[src/rtl/logic_unit_pipe.sv]
// rtl/logic_unit_pipe.sv - registered bitwise logic unit with valid/ready handshake and multi-beat fold mode
module logic_unit_pipe #(
  parameter int WIDTH = 32,
  parameter int CNT_W = 8
) (
  input  logic             clk,
  input  logic             reset,
  input  logic             in_valid,
  output logic             in_ready,
  input  logic [WIDTH-1:0] in_a,
  input  logic [WIDTH-1:0] in_b,
  input  logic [2:0]       in_op,
  input  logic             in_acc,
  input  logic             in_last,
  output logic             out_valid,
  input  logic             out_ready,
  output logic [WIDTH-1:0] out_c,
  output logic             out_zero,
  output logic             out_ones,
  output logic [CNT_W-1:0] out_count
);

  typedef enum logic {IDLE, ACCUM} state_e;

  state_e           state_q, state_d;
  logic [1:0]       op_q, op_d;
  logic [WIDTH-1:0] acc_q, acc_d;
  logic [CNT_W-1:0] cnt_q, cnt_d;
  logic             out_valid_q, out_valid_d;
  logic [WIDTH-1:0] out_c_q, out_c_d;
  logic [CNT_W-1:0] out_count_q, out_count_d;

  logic             accept;
  logic [2:0]       step_op;
  logic [WIDTH-1:0] beat_res;
  logic [WIDTH-1:0] fold_res;
  logic [CNT_W-1:0] cnt_inc;

  function automatic logic [WIDTH-1:0] f_op(input logic [2:0] op,
                                            input logic [WIDTH-1:0] a,
                                            input logic [WIDTH-1:0] b);
    case (op)
      3'b000:  f_op = a & b;
      3'b001:  f_op = a | b;
      3'b010:  f_op = a ^ b;
      3'b011:  f_op = ~(a | b);
      3'b100:  f_op = ~(a ^ b);
      3'b101:  f_op = a & ~b;
      3'b110:  f_op = a;
      default: f_op = ~a;
    endcase
  endfunction

  assign in_ready = !out_valid_q || out_ready;
  assign accept   = in_valid && in_ready;

  // Inside a burst the op latched on the first beat governs every beat.
  assign step_op  = (state_q == ACCUM) ? {1'b0, op_q} : in_op;
  assign beat_res = f_op(step_op, in_a, in_b);
  assign cnt_inc  = (cnt_q == {CNT_W{1'b1}}) ? cnt_q : cnt_q + CNT_W'(1);

  always_comb begin
    case (op_q)
      2'b00:   fold_res = acc_q & beat_res;
      2'b01:   fold_res = acc_q | beat_res;
      default: fold_res = acc_q ^ beat_res;
    endcase
  end

  always_comb begin
    state_d     = state_q;
    op_d        = op_q;
    acc_d       = acc_q;
    cnt_d       = cnt_q;
    out_valid_d = out_valid_q && !out_ready;
    out_c_d     = out_c_q;
    out_count_d = out_count_q;
    if (accept) begin
      if (state_q == IDLE) begin
        if (in_acc && (in_op < 3'd3)) begin
          op_d  = in_op[1:0];
          acc_d = beat_res;
          cnt_d = CNT_W'(1);
          if (in_last) begin
            out_valid_d = 1'b1;
            out_c_d     = beat_res;
            out_count_d = CNT_W'(1);
          end else begin
            state_d = ACCUM;
          end
        end else begin
          out_valid_d = 1'b1;
          out_c_d     = beat_res;
          out_count_d = CNT_W'(1);
        end
      end else begin
        acc_d = fold_res;
        cnt_d = cnt_inc;
        if (in_last) begin
          out_valid_d = 1'b1;
          out_c_d     = fold_res;
          out_count_d = cnt_inc;
          state_d     = IDLE;
        end
      end
    end
  end

  always_ff @(posedge clk or posedge reset) begin
    if (reset) begin
      state_q     <= IDLE;
      op_q        <= 2'b00;
      acc_q       <= '0;
      cnt_q       <= '0;
      out_valid_q <= 1'b0;
      out_c_q     <= '0;
      out_count_q <= '0;
    end else begin
      state_q     <= state_d;
      op_q        <= op_d;
      acc_q       <= acc_d;
      cnt_q       <= cnt_d;
      out_valid_q <= out_valid_d;
      out_c_q     <= out_c_d;
      out_count_q <= out_count_d;
    end
  end

  assign out_valid = out_valid_q;
  assign out_c     = out_c_q;
  assign out_count = out_count_q;
  assign out_zero  = (out_c_q == '0);
  assign out_ones  = (out_c_q == '1);

endmodule

[config.mk]
export PLATFORM = sky130hd
export DESIGN_NAME = logic_unit_pipe
export DESIGN_NICKNAME = d
export VERILOG_FILES = /design/src/rtl/logic_unit_pipe.sv
export SDC_FILE = /design/constraint.sdc
export NUM_CORES = 1
export LEC_CHECK = 0
export ABC_AREA = 0
export ABC_CLOCK_PERIOD_IN_PS = 3800
export BUFFER_PORTS_ARGS = -buffer_cell sky130_fd_sc_hd__buf_2
export CAP_MARGIN = 15
export CORE_ASPECT_RATIO = 1.2
export CORE_MARGIN = 8
export CORE_UTILIZATION = 30
export DETAILED_ROUTE_END_ITERATION = 8
export HOLD_SLACK_MARGIN = 0.06
export SLEW_MARGIN = 15
export SYNTH_ARGS = -nofsm -noshare
export SYNTH_HDL_FRONTEND = slang
export SYNTH_SLANG_ARGS = --single-unit
export TNS_END_PERCENT = 50
[constraint.sdc]
create_clock -name clk -period 3.8 [get_ports clk]
set_clock_uncertainty 0.15 [all_clocks]
set_input_delay 0.57 -clock clk [delete_from_list [all_inputs] [get_ports clk]]
set_output_delay 0.57 -clock clk [all_outputs]
set_load 0.005 [all_outputs]
==> summary.txt <==
Status
  • Status: finished, final reports clean

Floorplan
  • Die Ht: just over 200 um
  • Starting density of the core: between 30% and 40%
  • Die area: roughly 34000 um2
  • Boundary Pins: about 120
  • Total core area: about 28000 um2
  • Rows: 67
  • Die W: ~170 um

STA
  • Total negative slack: 0 ns
  • Max-slew violations: 0
  • Fmax: slightly above 300 MHz
  • Final Critical Period: roughly 3.3 ns
  • Rel. slew slack: between 50% and 60%
  • Slew @ Worst Pin: around 0.68 ns
  • Final hold viol count: 0
  • Period utilization: ~87%
  • Finish-stage setup viols: 0
  • Unrepaired setup endpoints after global routing: no

Power and ir drop
  • Clock power share: 19.4%
  • Seq pwr share: around a third
  • Int Power: 2.72 mW
  • Peak supply drop: between 0.2 and 0.3 mV
  • Switching Share: 44.3%
  • Comb pwr share: 48.2%
  • Leakage power: 4.08 nW
  • Psw: ~2.2 mW
  • Power Density: 495 nW/um2

Clock tree
  • TritonCTS clock tree: done
  • Post-CTS Setup Inserts: 0
  • Clk slew on worst S/H paths: 0.08 ns
  • Max clock buf depth: 2
  • Worst-Skew Late Latency: ~0.36 ns
  • Cts hold-fix bufs: 0
  • Clock Sinks: 84
  • Post_cts resized: 0
  • Clock root cell: clkbuf_16
  • H-tree depth: 3
  • Num CTS Buffers: 9

Logic synthesis
  • Synth unique cells: 61
  • Synthesis Warnings: 0
  • Synthesized area: around 8600 um2
  • Cell taking the most area after synthesis: dfrtp_1
  • Async S/R FF share, synth: 100%
  • Seq/Total Area, Yosys: approximately 25%
  • Syn_nets: between 1000 and 1500
  • Number of synthesized flops with an enable pin: 0
  • Ys flop type: dfrtp_1
  • Top cells by area, synth: dfrtp_1 (25%), ha_1 (9.5%), nand2_1 (5.3%)
  • Yosys top cell area share: between 20% and 30%
  • #FFs+latches synth: 84
  • Cell count after synthesis: between 1000 and 1500
  • Post-Syn Area per Cell: between 7 and 8 um2

Setup path
  • Reg2reg path depth: 11
  • Crit-path leading delay family: compound AO/OA/AOI/OAI gates
  • Slowest CP cell: dfrtp_2
  • Worst EP required: roughly 3.9 ns
  • CP bufs+invs: 0
  • Critical Path Start Type: register
  • R2R Path Start: state_q
  • Crit path depth: 11
  • Most used cell along the critical path: a21oi_1
  • CP cell instances: and3b_1 -> nor2_1 -> o2111ai_1 -> a21oi_1 -> a21oi_1 -> ha_1 -> mux2_2 -> o211ai_1 -> nor2_1 -> a21oi_1 -> o21ai_1
  • CP max FO: 18
  • Data arrival, critical path: between 3 and 4 ns
  • Setup crit end kind: register
  • Crit path from: state_q
  • CP peak stage delay: between 0.5 and 0.6 ns
  • Critical path class: register to register

Drt
  • Drt via density: just under 6
  • DRT Pass-1 Iters: 6
  • Antenna-violating nets left: 0
  • Post-route DRC: 0
  • DR vias: approximately 9400
  • Drt wl/cell: just over 20 um
  • Total Wirelength: between 30000 and 40000 um
  • DR iter-0 viols: 860

Placement
  • PortBufs: 116
  • Cell Count Post-Placement: roughly 1600
  • DP HPWL: between 20000 and 25000 um
  • Placed Area: 9570 um2
  • Routability cong.: roughly 0.85

Layout
  • Fillers: slightly below 3000
  • Synth-to-Final Area Change: 15.3%
  • Layout Nets: roughly 1400
  • Commonest non-fill, non-tap cells in the layout: nand2_1 (120), buf_2 (116), nor2_1 (108), dfrtp_1 (83), a21oi_1 (77)
  • Layout cells sized above 1: between 10% and 20%
  • Post-route insts no fill: ~1600
  • Commonest non-fill, non-tap cell in the layout: nand2_1
  • Fin area: approximately 9900 um2

Global routing
  • GRT Total Usage: between 10% and 20%
  • First-pass GRT wire length: around 50000 um
  • Largest net degree at the start of global routing: 54
  • GR Overflow Total: 0
  • Vias in the first global route: 9007
  • Initial antenna violation count: 2

Worst hold path
  • Min-Delay Path Class: input pin to asynchronous set/reset pin

Flow run
  • Max_cap viols: 0
[final cells by class]
cell class | count | area [um2] | share of cell area, %
Tap cell | 379 | 474 | 4.80
Clock inverter | 6 | 73.8 | 0.748
Multi-Input combinational cell | 902 | 5790 | 58.6
Clock buffer | 10 | 229 | 2.32
Sequential cell | 84 | 2100 | 21.3
Inverter | 71 | 268 | 2.71
Timing Repair Buffer | 153 | 933 | 9.46
Antenna cell | 1 | 2.50 | 0.0253
[per-stage QoR]
step           hold WS [ns]  util (%)  worst slack (ns)  power (mW)
2_1_floorplan         0.323         -             0.892        3.12
3_3_place_gp          0.317      34.2             0.536        3.84
3_5_place_dp          0.324      34.2             0.476        3.92
4_1_cts              0.0924      35.2             0.490        4.87
5_1_grt               0.100      35.3             0.302        5.24
6_report             0.0660      35.3             0.508        4.88
[final timing paths]
check	end	slack, ns
setup reg to reg	out_c[17]	0.51
hold / removal	acc_q[8]	0.07
hold reg to reg	out_count[7]	0.33
max in group asynchronous	acc_q[20]	2.67
setup / recovery	out_c[17]	0.51
min in group clk	state_q	0.32
[metal layers]
metal / GRT usage, % / routed length, um / up-vias
met1: 22.8 / 13500 / 4547
met4: 7.72 / 1170 / 2
met5: 0 / 13 / -
met2: 30.8 / 15400 / 415
li1: - / - / 4353
met3: 3.40 / 2300 / 76
[kinds of logic (layout without fill, tap and decap cells)]
family | after synthesis | after routing | synth area share, %
xor+xnor | 2 | 2 | 0.205
other cells | 0 | 1 | 0
fa+ha+maj | 65 | 65 | 9.50
simple gates | 410 | 410 | 23.1
compound gates | 391 | 391 | 30.3
flops | 84 | 84 | 24.5
buf+inv | 164 | 240 | 8.24
mux | 34 | 34 | 4.11
[state kept, by name, indices dropped and copies added (netlist names)]
| signal | cells |
|---|---|
| out_count | 8 |
| out_valid | 1 |
| op_q | 2 |
| state_q | 1 |
| acc_q | 32 |
| out_c | 32 |
| cnt_q | 8 |
[power by group through the flow]
stage	Clock [mW]	Sequential (mW)	Combinational, mW
detailed placement	0	1.58	2.34
floorplan	0	1.46	1.66
global placement	0	1.57	2.27
global route	0.991	1.62	2.63
CTS	0.955	1.57	2.35
finish	0.947	1.58	2.35
[cells in the mapped netlist (all sizes together) (4+ instances only)]
cell     number
a211oi       22
a21boi        7
a21oi        77
a221oi        4
a22o         13
a311oi        7
a31oi        30
buf          56
clkbuf       37
dfrtp        84
ha           65
inv          71
mux2          9
mux2i        25
nand2       121
nand2b       23
nand3        33
nand4        14
nor2        110
nor2b         5
nor3         51
nor3b        14
nor4          9
o2111ai      22
o211ai       23
o21a         26
o21ai       124
o221ai       14
o22ai        13
or2           4
or3           9
or4           4
(Power assumes the default switching activity.)
